--- src/rtl/conv_maxpool.sv ---
// rtl/conv_maxpool.sv - 2x2 stride-2 pooling stage fed by a row-major sample stream
//
// Purpose: pools an IN_DIM x IN_DIM stream into an OUT_DIM x OUT_DIM map using a
//          half-width line buffer and a single hold register.
// Optional feature macro: CONV_POOL_AVG_EN (average pooling instead of max pooling).
// Ports:
//   clk        rising-edge clock
//   rst_n      asynchronous active-low reset
//   in_st      din valid this cycle
//   din        unsigned input sample, row-major
//   dout       pooled sample, held while out_st is low
//   out_st     single-cycle strobe per pooled sample
//   frame_done strobes with the last pooled sample of a frame

module conv_maxpool #(
    parameter int DATA_W = 16,
    parameter int IN_DIM = 6
) (
    input  logic              clk,
    input  logic              rst_n,
    input  logic              in_st,
    input  logic [DATA_W-1:0] din,
    output logic [DATA_W-1:0] dout,
    output logic              out_st,
    output logic              frame_done
);

    localparam int OUT_DIM = IN_DIM / 2;
    localparam int CW      = (IN_DIM > 2) ? $clog2(IN_DIM) : 1;
    localparam int LW      = (OUT_DIM > 1) ? $clog2(OUT_DIM) : 1;
    localparam logic [CW-1:0] LAST = CW'(IN_DIM - 1);

`ifdef CONV_POOL_AVG_EN
    localparam int LB_W = DATA_W + 1;
`else
    localparam int LB_W = DATA_W;
`endif

    logic [CW-1:0]     col_q, col_d;
    logic [CW-1:0]     row_q, row_d;
    logic [DATA_W-1:0] hold_q, hold_d;
    logic [DATA_W-1:0] dout_q, dout_d;
    logic              out_st_q, out_st_d;
    logic              fd_q, fd_d;

    logic [LB_W-1:0]   lbuf_q [OUT_DIM];
    logic              lbuf_we;
    logic [LW-1:0]     lidx;
    logic [LB_W-1:0]   lbuf_rd;
    logic [LB_W-1:0]   pair;
    logic [DATA_W-1:0] result;

    // Each 2x2 window column owns one line buffer slot.
    assign lidx    = LW'(col_q >> 1);
    assign lbuf_rd = lbuf_q[lidx];

`ifdef CONV_POOL_AVG_EN
    logic [DATA_W+1:0] sum;

    assign pair   = {1'b0, hold_q} + {1'b0, din};
    assign sum    = {1'b0, lbuf_rd} + {2'b00, hold_q} + {2'b00, din};
    assign result = sum[DATA_W+1:2];
`else
    logic [DATA_W-1:0] top_bot;

    assign pair    = (din > hold_q) ? din : hold_q;
    assign top_bot = (lbuf_rd > hold_q) ? lbuf_rd : hold_q;
    assign result  = (din > top_bot) ? din : top_bot;
`endif

    always_comb begin
        col_d    = col_q;
        row_d    = row_q;
        hold_d   = hold_q;
        dout_d   = dout_q;
        out_st_d = 1'b0;
        fd_d     = 1'b0;
        lbuf_we  = 1'b0;
        if (in_st) begin
            if (col_q == LAST) begin
                col_d = '0;
                row_d = (row_q == LAST) ? '0 : row_q + CW'(1);
            end else begin
                col_d = col_q + CW'(1);
            end

            if (!col_q[0]) begin
                hold_d = din;
            end else if (!row_q[0]) begin
                lbuf_we = 1'b1;
            end else begin
                // Bottom-right pixel of a window completes the pooled sample.
                out_st_d = 1'b1;
                dout_d   = result;
                fd_d     = (row_q == LAST) && (col_q == LAST);
            end
        end
    end

    always_ff @(posedge clk or negedge rst_n) begin
        if (!rst_n) begin
            col_q    <= '0;
            row_q    <= '0;
            hold_q   <= '0;
            dout_q   <= '0;
            out_st_q <= 1'b0;
            fd_q     <= 1'b0;
        end else begin
            col_q    <= col_d;
            row_q    <= row_d;
            hold_q   <= hold_d;
            dout_q   <= dout_d;
            out_st_q <= out_st_d;
            fd_q     <= fd_d;
        end
    end

    // Line buffer needs no reset: every even row rewrites it before the odd row reads it.
    always_ff @(posedge clk) begin
        if (lbuf_we) begin
            lbuf_q[lidx] <= pair;
        end
    end

    assign dout       = dout_q;
    assign out_st     = out_st_q;
    assign frame_done = fd_q;

endmodule

--- config.mk ---
export PLATFORM = sky130hd
export DESIGN_NAME = conv_maxpool
export DESIGN_NICKNAME = d
export VERILOG_FILES = /design/src/rtl/conv_maxpool.sv
export SDC_FILE = /design/constraint.sdc
export NUM_CORES = 1
export LEC_CHECK = 0
export CAP_MARGIN = 20
export CORE_MARGIN = 2
export CORE_UTILIZATION = 53
export DETAILED_ROUTE_END_ITERATION = 10
export GPL_ROUTABILITY_DRIVEN = 0
export PLACE_DENSITY = 0.76
export SLEW_MARGIN = 20
export SYNTH_ARGS = -nofsm -noshare
export SYNTH_HDL_FRONTEND = slang
export SYNTH_SLANG_ARGS = --single-unit
export TNS_END_PERCENT = 10
--- constraint.sdc ---
create_clock -name clk -period 3.99 [get_ports clk]
set_input_delay 0.798 -clock clk [delete_from_list [all_inputs] [get_ports clk]]
set_output_delay 0.798 -clock clk [all_outputs]
set_load 0.02 [all_outputs]
==> flow_metrics.tcl, run 1 <==
set metrics [dict create \
    firstDrtPassIters 6 \
    first_iter_violations 197 \
    worst_slew_pin_slew_ps 994.1 \
    startpoint "col_q[1]" \
    grt_pass1_vias 4011 \
    layout_commonest_cell "buf_4" \
    hold_class "register to register" \
    die_w_microns 100.7 \
    worstHoldEndpoint "dout[9]" \
    utilization_pct 70.62 \
    peakVddDrop_v 0.0005546 \
    postRouteAntennaNets 0 \
    async_flop_share_pct 45.45 \
    crit_cells 18 \
    final_net_count 608 \
    dieArea_sq_um 10140 \
    syn2layout_area_growth_pct 30.42 \
    io_pins 37 \
    placed_area_sq_um 5938 \
    synth_top_family_by_area "compound AO/OA/AOI/OAI gates" \
    cts_tree "yes" \
    ctsLongestPathBuffers 2 \
    htreeDepth 3 \
    slowest_stage "dfrtp_1" \
    synth_nets 496 \
    grt_max_degree 41 \
    cap_violations 0 \
    worstReg2RegStart "col_q[1]" \
    setup_slack_ps -481.8 \
    cts-root-buf "clkbuf_8" \
    cts_buffers 9 \
    worstHoldPathCells 2 \
    synthAdderAreaFrac_pct 12.12 \
    avgSynthCellArea_sq_um 11.55 \
    fp-row-count 35 \
    via_per_inst 5.878 \
    cp-end-kind "register" \
    cp_top_family "compound AO/OA/AOI/OAI gates" \
    pre_cts_ws_ps -847.5 \
    status "finished, violations left" \
    vias 3862 \
    critical_path.cell_chain "buf_6 > buf_4 > mux2i_2 > o21ai_2 > ha_1 > a41oi_2 > a2111oi_2 > o41a_1 > buf_6 > mux2i_2 > ha_1 > buf_4 > a21oi_1 > a21oi_1 > nor3_1 > o311ai_4 > buf_12 > o211ai_1" \
    syn_inst 429 \
    finClkSkew_ps 9.776 \
    synth_edf_count 48 \
    finalMaxSlewViolations 0 \
    path_max_fanout 16 \
    clkTransAtPathRegs_ps 90 \
    hpwl_mm 8.799 \
    seq_area_frac_synth_pct 49.28 \
    final_cell_mix "buf_4, nand2_1, edfxtp_1" \
    slowest_delay_ps 410 \
    rsz0062_at_grt "yes" \
    yosys_most_used_dff "edfxtp_1" \
    synth_compound_area_share_pct 13.61 \
    hold_viol 0 \
    core_sq_um 9153 \
    timing.final.crit_share_pct 112.1 \
    ys_seq_elements 88 \
    period_minus_slack_ps 4472 \
    power.density_nw_per_um2 928.1 \
    postLayoutCellArea_sq_um 6464 \
    crit_buf_inv 5 \
    synth_mux_area_share_pct 11.21 \
    drt_drc_violations_left 0 \
    critPathArrivalTime_ps 4760 \
    cts_num_sinks 88 \
    cts-hold-fix-buffers 0 \
    syn-cell-area_sq_um 4956 \
    drive_gt1_share_pct 28.94 \
    rr_worst_depth 18 \
    crit_path_start_kind "register" \
    ff2ff_setup_slack_ps -480 \
    n_antenna_cell 0 \
    min_from "dout[9]" \
    p_leak_nw 2.692 \
    r2r-end "dout[13]" \
    slew_headroom_pct 33.73 \
    grt_pass1_wl_mm 19.87 \
    grt.overflow.total 0 \
    synthSimpleGateAreaFrac_pct 9.821 \
    totalWireLength_mm 12.62 \
    violations "negative setup slack" \
    grt_use_total_pct 25.75 \
    die_y_microns 100.7 \
    synth.distinct_cells 52 \
    antenna_found_initial 0 \
    fmax_mhz 223.6 \
    wl_per_cell_microns 19.21 \
    nFillCells 615 \
    critical_path_class "register to register" \
    yosysWarnings 0 \
    finalSetupTns_ps -7376 \
    final-setup-viol-count 16 \
    numPortBuffers 36 \
    start_util_pct 54.15 \
    critPathRequiredTime_ps 4280 \
    clkLatencyLatePin_ps 370 \
    synth_xor_xnor_area_share_pct 0.1767 \
]
-- flip-flops by register name, indices dropped and copies added, names as in the netlist --
signal	count
lbuf_q	48
frame_done	1
dout	16
out_st	1
row_q	3
col_q	3
hold_q	16
-- layout make-up --
cell class	instances	area [sq um]	area share, %
Multi-Input combinational cell	302	2565	39.68
Sequential cell	88	2442	37.79
Timing Repair Buffer	119	1035	16.01
Tap cell	111	138.9	2.149
Clock buffer	9	123.9	1.916
Clock inverter	7	80.08	1.239
Inverter	21	78.83	1.220
-- stage by stage --
step | total power, mW | hold WS, ps | std cells
after global routing | 6.346 | 524.9 | 657
after detailed placement | 4.782 | 476.3 | 627
final | 5.999 | 501.6 | 657
after floorplan | 3.530 | 448.2 | 429
after global placement | 4.653 | 469.0 | 627
after CTS | 5.736 | 506.7 | 652
-- report_power, final --
part           switching [mW]  internal (mW)  leakage (nW)
Sequential              0.166           1.30         0.941
Combinational            1.98           1.89          1.64
Clock                   0.357          0.298         0.107
-- cells in the mapped netlist, types with 4 or more instances --
library cell / instances / area [sq um]
o21ai_1: 30 / 150.1
o21ai_0: 20 / 100.1
a21o_1: 4 / 30.03
ha_1: 48 / 600.6
nand3_1: 4 / 20.02
inv_1: 20 / 75.07
mux2_1: 17 / 191.4
nor2b_1: 4 / 25.02
clkbuf_1: 9 / 33.78
nand4_1: 9 / 56.30
mux2i_2: 9 / 123.9
o211ai_2: 6 / 75.07
a21oi_1: 13 / 65.06
edfxtp_1: 48 / 1441
nor3_1: 7 / 35.03
nand2_1: 59 / 221.5
nor2_1: 6 / 22.52
dfrtp_1: 40 / 1001
o211ai_1: 10 / 75.07
mux2i_1: 24 / 240.2
-- worst min-delay path: stages, from the launching register on --
cell      delay (ps)
dfrtp_1          360
nand2_1           60
o211ai_2          50
-- kinds of logic after synthesis --
logic type | Yosys count
AO/OA/AOI/OAI | 100
AND/OR/NAND/NOR | 103
multiplexers | 50
XOR/XNOR | 1
buffers and inverters | 39
flip-flops | 88
adder cells (fa/ha/maj) | 48
-- timing repair --
action / CTS / global route
pin swaps: 13 / 8
cloned: 0 / 0
endpoints found under the setup margin: 16 / 16
resized for setup: 23 / 13
buffers inserted: 9 / 5
-- worst max-delay path by stage --
stage	endpoint	slack [ps]
after global routing	dout[13]	-670
final	dout[13]	-480
after global placement	dout[3]	-570
after CTS	dout[10]	-340
after detailed placement	dout[14]	-850
after floorplan	dout[4]	-70
-- per-layer routing --
metal / up-vias / part of all wire [%] / GRT usage, %
met5: - / 0 / 0
met4: 0 / 3.2 / 12.33
met3: 32 / 4.2 / 3.953
met2: 118 / 51 / 42.97
met1: 1880 / 42 / 32.83
li1: 1832 / - / -
No activity file was read; power rests on OpenSTA's default activity.
==> run 2: changes to the inputs <==
CAP_MARGIN = 15   (was 20)
CORE_UTILIZATION = 59   (was 53)
PLACE_DENSITY = 0.8   (was 0.76)
clock period = 4.7 ns   (was 3.99 ns; I/O delays follow)
==> flow_metrics.tcl, run 2 (synthesis gave the netlist of run 1 again) <==
set metrics [dict create \
    worst_slew_pin_slew_ps 931.9 \
    die_w_microns 95.65 \
    final-setup-viol-count 0 \
    dieArea_sq_um 9149 \
    finalMaxSlewViolations 0 \
    period_minus_slack_ps 4509 \
    io_pins 37 \
    holdWs_ps 495.3 \
    firstDrtPassIters 5 \
    power.density_nw_per_um2 747.6 \
    crit_path_start_kind "register" \
    final_net_count 537 \
    multi_input_area_sq_um 2409 \
    n_antenna_cell 0 \
    hold_class "register to register" \
    ctsLongestPathBuffers 2 \
    p_total_mw 4.308 \
    cts-root-buf "clkbuf_8" \
    slowest_stage "o41a_1" \
    vias 3538 \
    clkTransAtPathRegs_ps 100 \
    hpwl_mm 7.958 \
    slew_headroom_pct 37.87 \
    critical_path.cell_chain "buf_4 > mux2i_1 > o21ai_1 > ha_1 > nand4_2 > nor3_1 > or3_1 > o41a_1 > buf_12 > mux2i_1 > inv_1 > ha_1 > nand4_1 > nor4_4 > buf_4 > or2_1 > o311ai_2 > buf_4 > o211ai_1" \
    path_max_fanout 16 \
    postRouteAntennaNets 0 \
    core_sq_um 8175 \
    grt_pass1_vias 3509 \
    grt_max_degree 41 \
    nFillCells 599 \
    totalWireLength_mm 11.09 \
    via_per_inst 6.100 \
    status "completed" \
    wl_per_cell_microns 19.11 \
    largest_reg_flops 48 \
    crit_path_end "dout[11]" \
    layout_commonest_cell "nand2_1" \
    cp-end-kind "register" \
    start_util_pct 60.62 \
    critical_path_class "register to register" \
    worstReg2RegStart "col_q[1]" \
    fp-row-count 33 \
    peakVddDrop_v 0.0004697 \
    grt_use_total_pct 26.04 \
    grt.overflow.total 0 \
    timing.final.crit_share_pct 95.94 \
    final_cell_mix "nand2_1, ha_1, edfxtp_1" \
    drive_gt1_share_pct 12.84 \
    slowest_delay_ps 410 \
    numPortBuffers 36 \
    antenna_found_initial 0 \
    fmax_mhz 221.8 \
    cap_violations 0 \
    cts_buffers 9 \
    hold_viol 0 \
    cp_common_cell "buf_4" \
    grt_pass1_wl_mm 17.57 \
    cts_tree "yes" \
    p_leak_nw 2.331 \
    critPathArrivalTime_ps 4800 \
    first_iter_violations 237 \
    syn2layout_area_growth_pct 16.26 \
    ff2ff_setup_slack_ps 190 \
    drt_drc_violations_left 0 \
    startpoint "col_q[1]" \
    cts_num_sinks 88 \
    finClkSkew_ps 11.35 \
    regArea_sq_um 2442 \
    r2r-end "dout[11]" \
    rr_worst_depth 19 \
    largest_register "lbuf_q" \
    critPathRequiredTime_ps 4990 \
    clkLatencyLatePin_ps 370 \
    htreeDepth 3 \
    die_y_microns 95.65 \
]
-- run 2: cell count changes in the layout (fill, tap and decap cells not counted), sizes merged --
| cell | previous run | this run |
|---|---|---|
| buf | 84 | 13 |
| bufinv | 1 | 2 |
| inv | 22 | 21 |
-- run 2: per-layer routing --
metal	track usage, %	share of wire [%]	routed length [microns]	vias to the layer above
met3	4.111	4.3	481	26
met2	44.29	51	5615	117
met5	0	0	0	-
met4	12.86	2.6	289	0
li1	-	-	-	1681
met1	32.25	42	4700	1714
-- run 2: repair_timing --
item | 4_1_cts | 5_1_grt
endpoints found under the hold margin | 0 | 0
resized for setup | 0 | 13
setup endpoints to repair | 0 | 16
hold buffers | 0 | 0
buffers inserted | 0 | 1
-- run 2: area by class of cell --
class	instances	share of cell area, %
flip-flops and latches	88	42.39
repair buffers	48	8.165
clock inverters	7	1.846
clock buffers	9	2.150
multi-input cells	302	41.80
inverters	21	1.368
well taps	105	2.280
-- run 2: per-stage QoR --
step | util, % | setup TNS [ps] | worst slack [ps] | instance area [sq um] | instances
2_1_floorplan | - | 0 | 324.0 | 4956 | 429
3_3_place_gp | 66.65 | -2052 | -169.7 | 5449 | 563
3_5_place_dp | 66.71 | 0 | 58.14 | 5454 | 563
4_1_cts | 69.53 | 0 | 26.99 | 5684 | 579
5_1_grt | 70.48 | -232.7 | -60.45 | 5762 | 580
6_report | 70.48 | 0 | 190.7 | 5762 | 580
-- run 2: power by group --
part	internal (mW)	switching [mW]
Sequential	1.11	0.135
Clock	0.306	0.290
Combinational	1.04	1.43
-- run 2: how the worst min path moves through the flow --
stage	from	endpoint	slack, ps	cells after the start
after global placement	row_q[1]	frame_done	460	1
after floorplan	row_q[1]	frame_done	450	1
final	row_q[1]	frame_done	500	1
after global routing	row_q[1]	frame_done	520	1
after CTS	row_q[1]	frame_done	490	1
after detailed placement	row_q[1]	frame_done	480	1
-- run 2: critical path, delay by kind of cell (launching register included) --
kind | cells | cell delay, ps
AO/OA/AOI/OAI | 4 | 960
flip-flops | 1 | 380
multiplexers | 2 | 350
buffers and inverters | 5 | 870
AND/OR/NAND/NOR | 6 | 1270
adder cells (fa/ha/maj) | 2 | 610
==> run 3: changes to the inputs <==
CORE_UTILIZATION = 53   (was 59)
PLACE_DENSITY = 0.76   (was 0.8)
clock period = 3.8 ns   (was 4.7 ns; I/O delays follow)
==> flow_metrics.tcl, run 3 (synthesis gave the netlist of run 1 again) <==
set metrics [dict create \
    p_int_mw 3.884 \
    fmax_mhz 222.8 \
    clkLatencyLatePin_ps 370 \
    firstDrtPassIters 5 \
    power_frac_clock_pct 10.3 \
    finalSetupTns_ps -10300 \
    cts_num_sinks 88 \
    min_from "dout[3]" \
    grt.overflow.total 0 \
    syn2layout_area_growth_pct 34.76 \
    dieArea_sq_um 10140 \
    hold_viol 0 \
    start_util_pct 54.15 \
    cts_tree "yes" \
    die_w_microns 100.7 \
    layout_commonest_cell "buf_4" \
    violations "negative setup slack" \
    postRouteAntennaNets 0 \
    hold_class "register to register" \
    final-setup-viol-count 16 \
    setup_slack_ps -687.5 \
    power_frac_comb_pct 66.4 \
    p_total_mw 6.528 \
    p_leak_nw 2.819 \
    cts-hold-fix-buffers 0 \
    grt_max_degree 41 \
    worstReg2RegStart "col_q[1]" \
    r2r-end "dout[10]" \
    timing.final.crit_share_pct 118.1 \
    cts-root-buf "clkbuf_8" \
    grt_pass1_vias 4016 \
    holdWs_ps 503.3 \
    worstHoldPathCells 2 \
    path_max_fanout 11 \
    cp-end-kind "register" \
    antenna_found_initial 0 \
    worstHoldEndpoint "dout[3]" \
    peakVddDrop_v 0.0006304 \
    cap_violations 0 \
    rr_worst_depth 21 \
    totalWireLength_mm 12.76 \
    final_cell_mix "buf_4, nand2_1, edfxtp_1" \
    first_iter_violations 245 \
    largest_reg_flops 48 \
    fp-row-count 35 \
    grt_use_total_pct 26.54 \
    rsz0062_at_grt "yes" \
    finalMaxSlewViolations 0 \
    critPathRequiredTime_ps 4090 \
    n_antenna_cell 0 \
    worst_slew_pin_slew_ps 1007 \
    htreeDepth 3 \
    critical_path_class "register to register" \
    numPortBuffers 36 \
    vias 3917 \
    via_per_inst 5.743 \
    final_net_count 633 \
    ff2ff_setup_slack_ps -690 \
    power.density_nw_per_um2 977.4 \
    wl_per_cell_microns 18.71 \
    sequentialPowerShare_pct 23.4 \
    dp.cells 647 \
    crit_path_start_kind "register" \
    p_switching_mw 2.645 \
    slew_headroom_pct 32.88 \
    die_y_microns 100.7 \
    largest_register "lbuf_q" \
    finClkSkew_ps 17.97 \
    period_minus_slack_ps 4488 \
    core_sq_um 9153 \
    drt_drc_violations_left 0 \
    ctsLongestPathBuffers 2 \
    critPathArrivalTime_ps 4770 \
    cts_buffers 9 \
    status "finished, violations left" \
    io_pins 37 \
    utilization_pct 72.97 \
    clkTransAtPathRegs_ps 100 \
    final_cells 682 \
    hpwl_mm 8.964 \
    drive_gt1_share_pct 32.05 \
    grt_pass1_wl_mm 20.31 \
    power_switching_share_pct 40.51 \
]
[run 3: changes by cell type in the layout (fill, tap and decap cells not counted), moves of 4 or more]
cell     before  now
buf_6         0    4
ha_4          0    4
o21ai_2       2   16
mux2i_1      22   18
buf_4        10  100
ha_1         48   44
mux2i_4       0    4
o21ai_0      20    6
[run 3: layer usage]
layer / vias to the layer above / global-route usage (%) / part of all wire (%)
met3: 27 / 5.340 / 4.4
met5: - / 0 / 0
met2: 112 / 46.10 / 51
met1: 1899 / 33.08 / 42
li1: 1879 / - / -
met4: 0 / 8.851 / 2.4
[run 3: per-stage QoR]
stage / area, sq um / setup slack [ps]
after floorplan: 5041 / -264.8
after detailed placement: 6113 / -934.1
after global routing: 6679 / -938.8
final: 6679 / -687.5
after CTS: 6584 / -523.6
after global placement: 6113 / -795.4
[run 3: critical path: stages (launching register included)]
cell and delay [ps]:
dfrtp_1 420, buf_6 160, buf_4 130, mux2i_2 210, o21ai_1 110, ha_1 320, nand4_1 150, nor4_4 280
buf_4 160, nand4_1 120, o41a_1 190, buf_6 180, mux2i_1 140, ha_1 350, nand4_1 160, buf_4 190
nor4_4 330, buf_4 180, or2_4 120, o311ai_4 130, buf_12 180, o211ai_1 180
[run 3: worst max-delay path by stage]
stage | from | to | slack, ps | cells after the start
floorplan | col_q[1] | dout[4] | -260 | 21
global placement | col_q[1] | dout[3] | -800 | 17
detailed placement | col_q[1] | dout[2] | -930 | 17
CTS | col_q[1] | dout[10] | -520 | 18
global route | col_q[1] | dout[13] | -940 | 20
finish | col_q[1] | dout[10] | -690 | 21
[run 3: power by group through the flow]
| stage | clock network, mW | logic (mW) | registers [mW] |
|---|---|---|---|
| after floorplan | 0 | 2.10 | 1.61 |
| after global placement | 0 | 3.57 | 1.52 |
| after detailed placement | 0 | 3.67 | 1.54 |
| after CTS | 0.683 | 4.08 | 1.52 |
| after global routing | 0.721 | 4.68 | 1.55 |
| final | 0.671 | 4.33 | 1.52 |
[run 3: layout make-up]
type                            count  area [sq um]
Timing Repair Buffer              144          1231
Inverter                           21         78.83
Multi-Input combinational cell    302          2587
Clock buffer                        9         123.9
Clock inverter                      7         76.32
Fill cell                         577          2474
Sequential cell                    88          2442
Tap cell                          111         138.9
[run 3: repair_timing]
action | in CTS | in global routing
pin swaps | 14 | 5
gates cloned | 1 | 0
resized for setup | 31 | 11
endpoints found under the setup margin | 16 | 16
buffers inserted | 13 | 5
hold endpoints to repair | 0 | 0
